**src/rtl/key_presser.sv**
```systemverilog
// Plays a four-symbol guess on a 3-bit button bus, then times the checked
// device's success/fail verdict, with a cycle-count timeout.
module key_presser #(
    parameter int unsigned CLK_FREQUENCY  = 50_000_000,
    parameter int unsigned PRESS_US       = 2_000,
    parameter int unsigned GAP_US         = 2_000,
    parameter int unsigned TIMEOUT_CYCLES = 50_000_000
) (
    input  logic        clk,
    input  logic        rst_n,
    input  logic        start,
    input  logic [7:0]  guess,
    input  logic        success,
    input  logic        fail,
    output logic [2:0]  btn,
    output logic        busy,
    output logic        done,
    output logic        result_success,
    output logic        timeout,
    output logic [31:0] elapsed
);

    localparam int unsigned CYC_PER_US   = CLK_FREQUENCY / 1_000_000;
    localparam int unsigned PRESS_RAW    = CYC_PER_US * PRESS_US;
    localparam int unsigned GAP_RAW      = CYC_PER_US * GAP_US;
    localparam int unsigned PRESS_CYCLES = (PRESS_RAW == 0) ? 1 : PRESS_RAW;
    localparam int unsigned GAP_CYCLES   = (GAP_RAW == 0) ? 1 : GAP_RAW;
    localparam int unsigned TIMEOUT_LIM  = (TIMEOUT_CYCLES == 0) ? 1 : TIMEOUT_CYCLES;

    typedef enum logic [2:0] {
        IDLE    = 3'd0,
        PRESS   = 3'd1,
        RELEASE = 3'd2,
        MEASURE = 3'd3,
        DONE    = 3'd4
    } state_e;

    state_e      state_q, state_d;
    logic [7:0]  guess_q, guess_d;
    logic [1:0]  idx_q, idx_d;
    logic [31:0] cnt_q, cnt_d;
    logic [2:0]  btn_q, btn_d;
    logic        busy_q, busy_d;
    logic        done_q, done_d;
    logic        res_q, res_d;
    logic        tmo_q, tmo_d;
    logic [31:0] elapsed_q, elapsed_d;
    logic [1:0]  sym_d;

    always_ff @(posedge clk or negedge rst_n) begin
        if (!rst_n) begin
            state_q   <= IDLE;
            guess_q   <= 8'd0;
            idx_q     <= 2'd0;
            cnt_q     <= 32'd0;
            btn_q     <= 3'd0;
            busy_q    <= 1'b0;
            done_q    <= 1'b0;
            res_q     <= 1'b0;
            tmo_q     <= 1'b0;
            elapsed_q <= 32'd0;
        end else begin
            state_q   <= state_d;
            guess_q   <= guess_d;
            idx_q     <= idx_d;
            cnt_q     <= cnt_d;
            btn_q     <= btn_d;
            busy_q    <= busy_d;
            done_q    <= done_d;
            res_q     <= res_d;
            tmo_q     <= tmo_d;
            elapsed_q <= elapsed_d;
        end
    end

    always_comb begin
        state_d   = state_q;
        guess_d   = guess_q;
        idx_d     = idx_q;
        cnt_d     = cnt_q;
        res_d     = res_q;
        tmo_d     = tmo_q;
        elapsed_d = elapsed_q;
        sym_d     = 2'd0;

        case (state_q)
            IDLE: begin
                if (start) begin
                    guess_d   = guess;
                    idx_d     = 2'd0;
                    cnt_d     = 32'd0;
                    res_d     = 1'b0;
                    tmo_d     = 1'b0;
                    elapsed_d = 32'd0;
                    state_d   = PRESS;
                end
            end
            PRESS: begin
                if (cnt_q == 32'(PRESS_CYCLES - 1)) begin
                    cnt_d   = 32'd0;
                    state_d = RELEASE;
                end else begin
                    cnt_d = cnt_q + 32'd1;
                end
            end
            RELEASE: begin
                if (cnt_q == 32'(GAP_CYCLES - 1)) begin
                    cnt_d = 32'd0;
                    if (idx_q == 2'd3) begin
                        state_d = MEASURE;
                    end else begin
                        idx_d   = idx_q + 2'd1;
                        state_d = PRESS;
                    end
                end else begin
                    cnt_d = cnt_q + 32'd1;
                end
            end
            MEASURE: begin
                // A simultaneous success and fail resolves as success.
                if (success || fail) begin
                    elapsed_d = cnt_q;
                    res_d     = success;
                    state_d   = DONE;
                end else if (cnt_q == 32'(TIMEOUT_LIM - 1)) begin
                    tmo_d     = 1'b1;
                    res_d     = 1'b0;
                    elapsed_d = 32'(TIMEOUT_LIM);
                    state_d   = DONE;
                end else begin
                    cnt_d = cnt_q + 32'd1;
                end
            end
            DONE: begin
                cnt_d   = 32'd0;
                state_d = IDLE;
            end
            default: state_d = IDLE;
        endcase

        // Outputs are registered from the next state so they align with it.
        case (idx_d)
            2'd0:    sym_d = guess_d[7:6];
            2'd1:    sym_d = guess_d[5:4];
            2'd2:    sym_d = guess_d[3:2];
            default: sym_d = guess_d[1:0];
        endcase
        btn_d  = (state_d == PRESS) ? {1'b1, sym_d} : 3'b000;
        busy_d = (state_d != IDLE);
        done_d = (state_d == DONE);
    end

    assign btn            = btn_q;
    assign busy           = busy_q;
    assign done           = done_q;
    assign result_success = res_q;
    assign timeout        = tmo_q;
    assign elapsed        = elapsed_q;

endmodule
```
**config.mk**
```make
export PLATFORM = sky130hd
export DESIGN_NAME = key_presser
export DESIGN_NICKNAME = d
export VERILOG_FILES = /design/src/rtl/key_presser.sv
export SDC_FILE = /design/constraint.sdc
export NUM_CORES = 1
export LEC_CHECK = 0
export ABC_AREA = 1
export CAP_MARGIN = 20
export CORE_MARGIN = 1
export CORE_UTILIZATION = 37
export DETAILED_ROUTE_END_ITERATION = 10
export GPL_TIMING_DRIVEN = 0
export PLACE_DENSITY = 0.52
export SYNTH_ARGS = -nofsm -noshare
export SYNTH_HDL_FRONTEND = slang
export SYNTH_SLANG_ARGS = --single-unit
```
**constraint.sdc**
```tcl
create_clock -name clk -period 2.3 [get_ports clk]
set_input_delay 0.575 -clock clk [delete_from_list [all_inputs] [get_ports clk]]
set_output_delay 0.575 -clock clk [all_outputs]
set_load 0.05 [all_outputs]
```
Yosys cells after proc, flatten, opt, wreduce, memory -nomap -nowiden

Cells that the tools add are included.
Widths: inputs -> output; s select.

Add/sub/neg operators: 2
Eq/ne operators: 16
Multiplexer cells: 30
Reductions and logical operators: 10

Operators with widths:

| operator              | count |
|---|---|
| $mux 32               | 6 |
| $pmux 32 s4           | 1 |
| $pmux 32 s2           | 1 |
| $add 32x1->32 const B | 1 |
| $eq 32x17->1 const B  | 1 |
| $eq 32x26->1 const B  | 1 |
| $mux 3                | 6 |
| $mux 8                | 2 |
| $pmux 3 s4            | 1 |
| $mux 2                | 4 |
| $ne 2x2->1 const B    | 4 |
| $reduce_and 4->1      | 2 |
| $eq 3x1->1 const B    | 2 |
| $eq 3x2->1 const B    | 2 |
| $eq 3x3->1 const B    | 2 |
| $pmux 2 s3            | 1 |
| $mux 1                | 5 |
| $eq 2x2->1 const B    | 2 |
| $pmux 1 s2            | 2 |
| $pmux 2 s2            | 1 |
| $reduce_bool 4->1     | 1 |
| $logic_not 3->1       | 1 |
| $ne 3x3->1 const B    | 1 |
| $reduce_and 3->1      | 1 |
| other kinds (7)       | 7 |

Register bits after elaboration: 84
Input port bits: 13
Output and inout bits: 39
Word-level logic and storage cells: 68

Logic depth before layout (Yosys ltp)

Depth in word-level cells: 7
Mapped depth: 13
Depth with buffers taken out: 13

Least setup slack after synthesis

OpenSTA, ideal clock, no wires.

Path type: flip-flop to flip-flop
From: register cnt_q[0]
To: register elapsed_q[10], in the netlist elapsed[10]
Library setup time: 132 ps
Arrival time: 1,637 ps
Required time: 2,168 ps
Path slack: 531 ps
Cell stages (with the launch flop): 12
Path buffers: 1
Clock period less this slack: 1,769 ps
Path through: dfrtp_1 -> ha_1 -> nand3_2 -> nor2_1 -> inv_1 -> nor2_4 -> nand3_4 -> nand3_2 -> nand2_4 -> buf_6 -> nand2_1 -> o21ai_0

Longest elaborated chain between the ends: 3

RTL lines:

| item                              | line | source |
|---|---|---|
| start: declaration                | 41   | `logic [31:0] cnt_q, cnt_d;` |
| start signal: assignment          | 66   | `cnt_q <= cnt_d;` |
| $eq 32x26->1                      | 125  | `end else if (cnt_q == 32'(TIMEOUT_LIM - 1)) begin` |
| $ne 3x3->1 (no source line)       | -    |  |
| $reduce_and 3->1 (no source line) | -    |  |
| end signal: assignment            | 72   | `elapsed_q <= elapsed_d;` |
| end: declaration                  | 47   | `logic [31:0] elapsed_q, elapsed_d;` |

Every way passes these cells.
A chain may end at the register's enable or synchronous reset.

Worst setup path after layout

From: input port success
To: register cnt_q[15]

Longest elaborated chain between the ends: 3

RTL lines:

| item                              | line | source |
|---|---|---|
| start: declaration                | 13   | `input logic success,` |
| $logic_or 1x1->1                  | 121  | `if (success \|\| fail) begin` |
| $ne 2x2->1 (no source line)       | -    |  |
| $reduce_and 4->1 (no source line) | -    |  |

Every way passes these cells.

==> metrics.log <==
[metrics] result of the run: completed
[metrics] biggest cell delay along the critical path: around 0.48 ns
[metrics] via count of the first global-routing pass: 4542
[metrics] die height: 117 um
[metrics] drt wl/cell: 17.0 um
[metrics] final worst path period share: 92.1%
[metrics] number of placed instances, taps included: 891
[metrics] number of standard cells in the final layout excluding fillers: 907
[metrics] I/O pin total: 52
[metrics] vias: approximately 4600
[metrics] # resized after CTS: 0
[metrics] per-cell via count in the routed design: 5.11
[metrics] ys flop type: dfrtp_1
[metrics] unrepaired setup endpoints after global routing: no
[metrics] most instantiated library cell after synthesis: nand2_1
[metrics] drt pass-1 iters: 5
[metrics] port buffer count: 51
[metrics] maximum ir drop on the vdd rail: 0.342 mV
[metrics] highest-delay cell along the critical path: clkdlybuf4s50_1
[metrics] final hold slack: 0.184 ns
[metrics] clock latency on the worst-skew pair: roughly 0.35 ns
[metrics] area share of the largest cell type after synthesis: between 40% and 50%
[metrics] Critical Path Sink Type: register
[metrics] routed wire length: 15.4 mm
[metrics] Final setup viols: 0
[metrics] relative max-transition margin: 56.2%
[metrics] worst slew pin tran: 0.656 ns
[metrics] antenna diode count: 0
[metrics] ranking of synthesized cells by area: dfrtp_1 43%, nand2_1 15%, nor2_1 5.6%
[metrics] area inside the core boundary: 0.0128 mm^2
[metrics] EDFF count, synth: 0
[metrics] total number of nets in the final design: 744
[metrics] buffer count from post-CTS setup fixing: 0
[metrics] Worst EP arrival: 2.39 ns
[metrics] worst setup slack for register-to-register paths: 0.20 ns
[metrics] post-placement cell area: 0.00568 mm^2
[metrics] number of different library cells in the post-synthesis netlist: 40
[metrics] required time reported for the critical path endpoint: 2.58 ns
[metrics] syn_nets: 681
[metrics] number of maximum-capacitance constraint violations: 0
[metrics] number of cells traversed by the worst register-to-register path: 11
[metrics] maximum number of pins on one net before global-route repair: 53
[metrics] die area: 0.0138 mm^2
[metrics] Die X-Extent: 117 um
[metrics] global-route wire length before repair: between 20 and 30 mm
[metrics] final hold violation count: 0
[metrics] effective utilization at floorplan: between 30% and 40%
[metrics] number of flip-flops and latches in the synthesized netlist: 84
[metrics] final count of pins violating max slew: 0
[metrics] number of fillers in the final layout: 1291
[metrics] Yosys Warn Count: 0
[metrics] highest achievable clock rate: 0.472 GHz
[metrics] Iter 0 DRT Violations: 285
[metrics] # DRC: 0
[metrics] cell area after synthesis: between 0.004 and 0.005 mm^2
[metrics] total power divided by cell area: 674 mW/mm^2
[metrics] # rows: 41
[metrics] Tightest Hold Check Type: in -> async
[metrics] Synth Instances: 667
[metrics] proportion of synthesized chip area in sequential cells: 42.7%
[metrics] total global routing overflow: 0
[metrics] Post-Syn Area per Cell: around 7.4 um^2
[metrics] final critical-path setup slack: 0.182 ns
[metrics] category of the critical setup timing path: in -> reg
[metrics] Detail Route Antenna Nets: 0
[metrics] final instance area: 0.00604 mm^2
[metrics] launch point of the worst reg-to-reg path: cnt_q[0]$_DFFE_PN0P_
[metrics] biggest fanout along the worst timing path: 10
[metrics] clk buf depth: 2
[metrics] Leakage: roughly 2.7 nW
[metrics] reg-to-reg critical path endpoint: cnt_q[18]$_DFFE_PN0P_
[metrics] clock tree from TritonCTS: built
[metrics] weighted congestion at the end of routability-driven global placement: 0.921
[metrics] share of cells above drive strength 1: 12.9%
[metrics] Root Buffer: clkbuf_16
[metrics] layout overhead on the synthesized area: 22.6%
[metrics] worst setup path endpoint: cnt_q[15]$_DFFE_PN0P_
[metrics] CTS sink count: between 80 and 90
[metrics] hold-fix buffers at CTS: 0
[metrics] aggregate global-route resource usage: 23.8%
[metrics] Worst Setup Start Kind: primary input
[metrics] Critical Path Start: success
[metrics] TritonCTS Buffers: 9
[metrics] half-perimeter wire length after detailed placement: 11.8 mm
[metrics] final setup skew: 0.00734 ns
[metrics] clock-pin slew on the worst setup and hold paths: 0.06 ns
[metrics] Critical Path, Cell by Cell: clkdlybuf4s50_1 -> nor2_2 -> nor2_2 -> inv_2 -> nand2_1 -> a21oi_2 -> nand2_4 -> inv_4 -> buf_2 -> nand2_1 -> o21ai_1
[metrics] most area-hungry cell type in the Yosys netlist: dfrtp_1
[metrics] top post-synthesis cells by count: 191 x nand2_1, 84 x dfrtp_1, 74 x nor2_1
[metrics] antenna violations before repair: 0
[metrics] share of synthesized registers carrying an async set or reset: 100%
[metrics] Post-Place Setup Slack: -0.238 ns
[metrics] final critical delay including setup and external delays: 2.12 ns
[metrics] H-tree level count: 3
-- cells in the final DEF, fill, tap and decap left out, drive strengths merged, types with 2 or more instances in the layout --
| cell | instances |
|---|---|
| nand3b | 2 |
| o21ai | 84 |
| o211ai | 3 |
| nor2 | 84 |
| o2111ai | 7 |
| xor2 | 14 |
| nand2 | 201 |
| bufinv | 3 |
| clkdlybuf4s50 | 50 |
| nand4 | 6 |
| a21oi | 14 |
| or2 | 4 |
| buf | 14 |
| nor3 | 23 |
| dfrtp | 84 |
| inv | 73 |
| nand3 | 38 |
| clkbuf | 20 |
| a22o | 3 |
-- kinds of logic (layout without fill, tap and decap cells) --
kind of cell	Yosys count	count (layout)	synth area share [%]
AOI/OAI and AO/OA	114	114	13.8
xor gates and xnor gates	14	14	2.49
adders and majority gates	1	1	0.254
buffers and inverters	94	162	8.45
DFF	84	84	42.7
and+or+nand+nor	360	360	32.4
-- critical path: cells and delay by family --
kind	cells	cell delay (ns)
buf+inv	4	0.97
simple gates	5	0.57
compound gates	2	0.26
-- where the power goes --
| part | internal (mW) | switching, mW |
|---|---|---|
| Sequential | 1.60 | 0.0955 |
| Clock | 1.06 | 0.624 |
| Combinational | 0.232 | 0.454 |
| Total | 2.90 | 1.17 |
-- registers in the layout, summed over array words and instances (netlist names) --
| signal | count |
|---|---|
| cnt_q | 32 |
| busy | 1 |
| state_q | 3 |
| result_success | 1 |
| btn | 3 |
| idx_q | 2 |
| elapsed | 32 |
| timeout | 1 |
| guess_q | 8 |
| done | 1 |
-- layout make-up --
class,instances,area (um^2),area share (%)
buffer,22,146,2.42
clock buffer,10,229,3.79
clock inverter,6,111,1.84
inverter,72,273,4.52
multi-input combinational,489,2430,40.2
sequential,84,2100,34.8
tap,172,215,3.56
timing repair buffer,52,536,8.86
-- layer usage --
metal  vias up  global-route usage, %  wire, um  share of wire, %
li1       2279                      -         -                 -
met1      2200                   33.1      7220                47
met2       135                   36.7      6890                45
met3        23                   4.09       911               5.9
met4         0                   9.01       363               2.4
met5         -                      0         0                 0
-- per-stage QoR --
step / power (mW) / TNS [ns] / util (%)
6_report: 4.07 / 0 / 47.1
2_1_floorplan: 2.15 / 0 / -
4_1_cts: 4.10 / 0 / 46.9
3_3_place_gp: 2.38 / -221.12 / 44.1
3_5_place_dp: 2.39 / -5.56 / 44.3
5_1_grt: 4.26 / 0 / 47.1
-- how the worst min path moves through the flow --
stage / from / endpoint / slack (ns) / cells past startpoint
floorplan: rst_n / btn[0]$_DFF_PN0_ / 0.28 / 0
global placement: guess_q[7]$_DFF_PN0_ / guess_q[7]$_DFF_PN0_ / 0.46 / 2
detailed placement: guess_q[7]$_DFF_PN0_ / guess_q[7]$_DFF_PN0_ / 0.47 / 2
CTS: rst_n / cnt_q[25]$_DFFE_PN0P_ / 0.19 / 1
global route: rst_n / elapsed[28]$_DFFE_PN0P_ / 0.22 / 1
finish: rst_n / elapsed[28]$_DFFE_PN0P_ / 0.18 / 1
No activity file was read; power rests on OpenSTA's default activity.
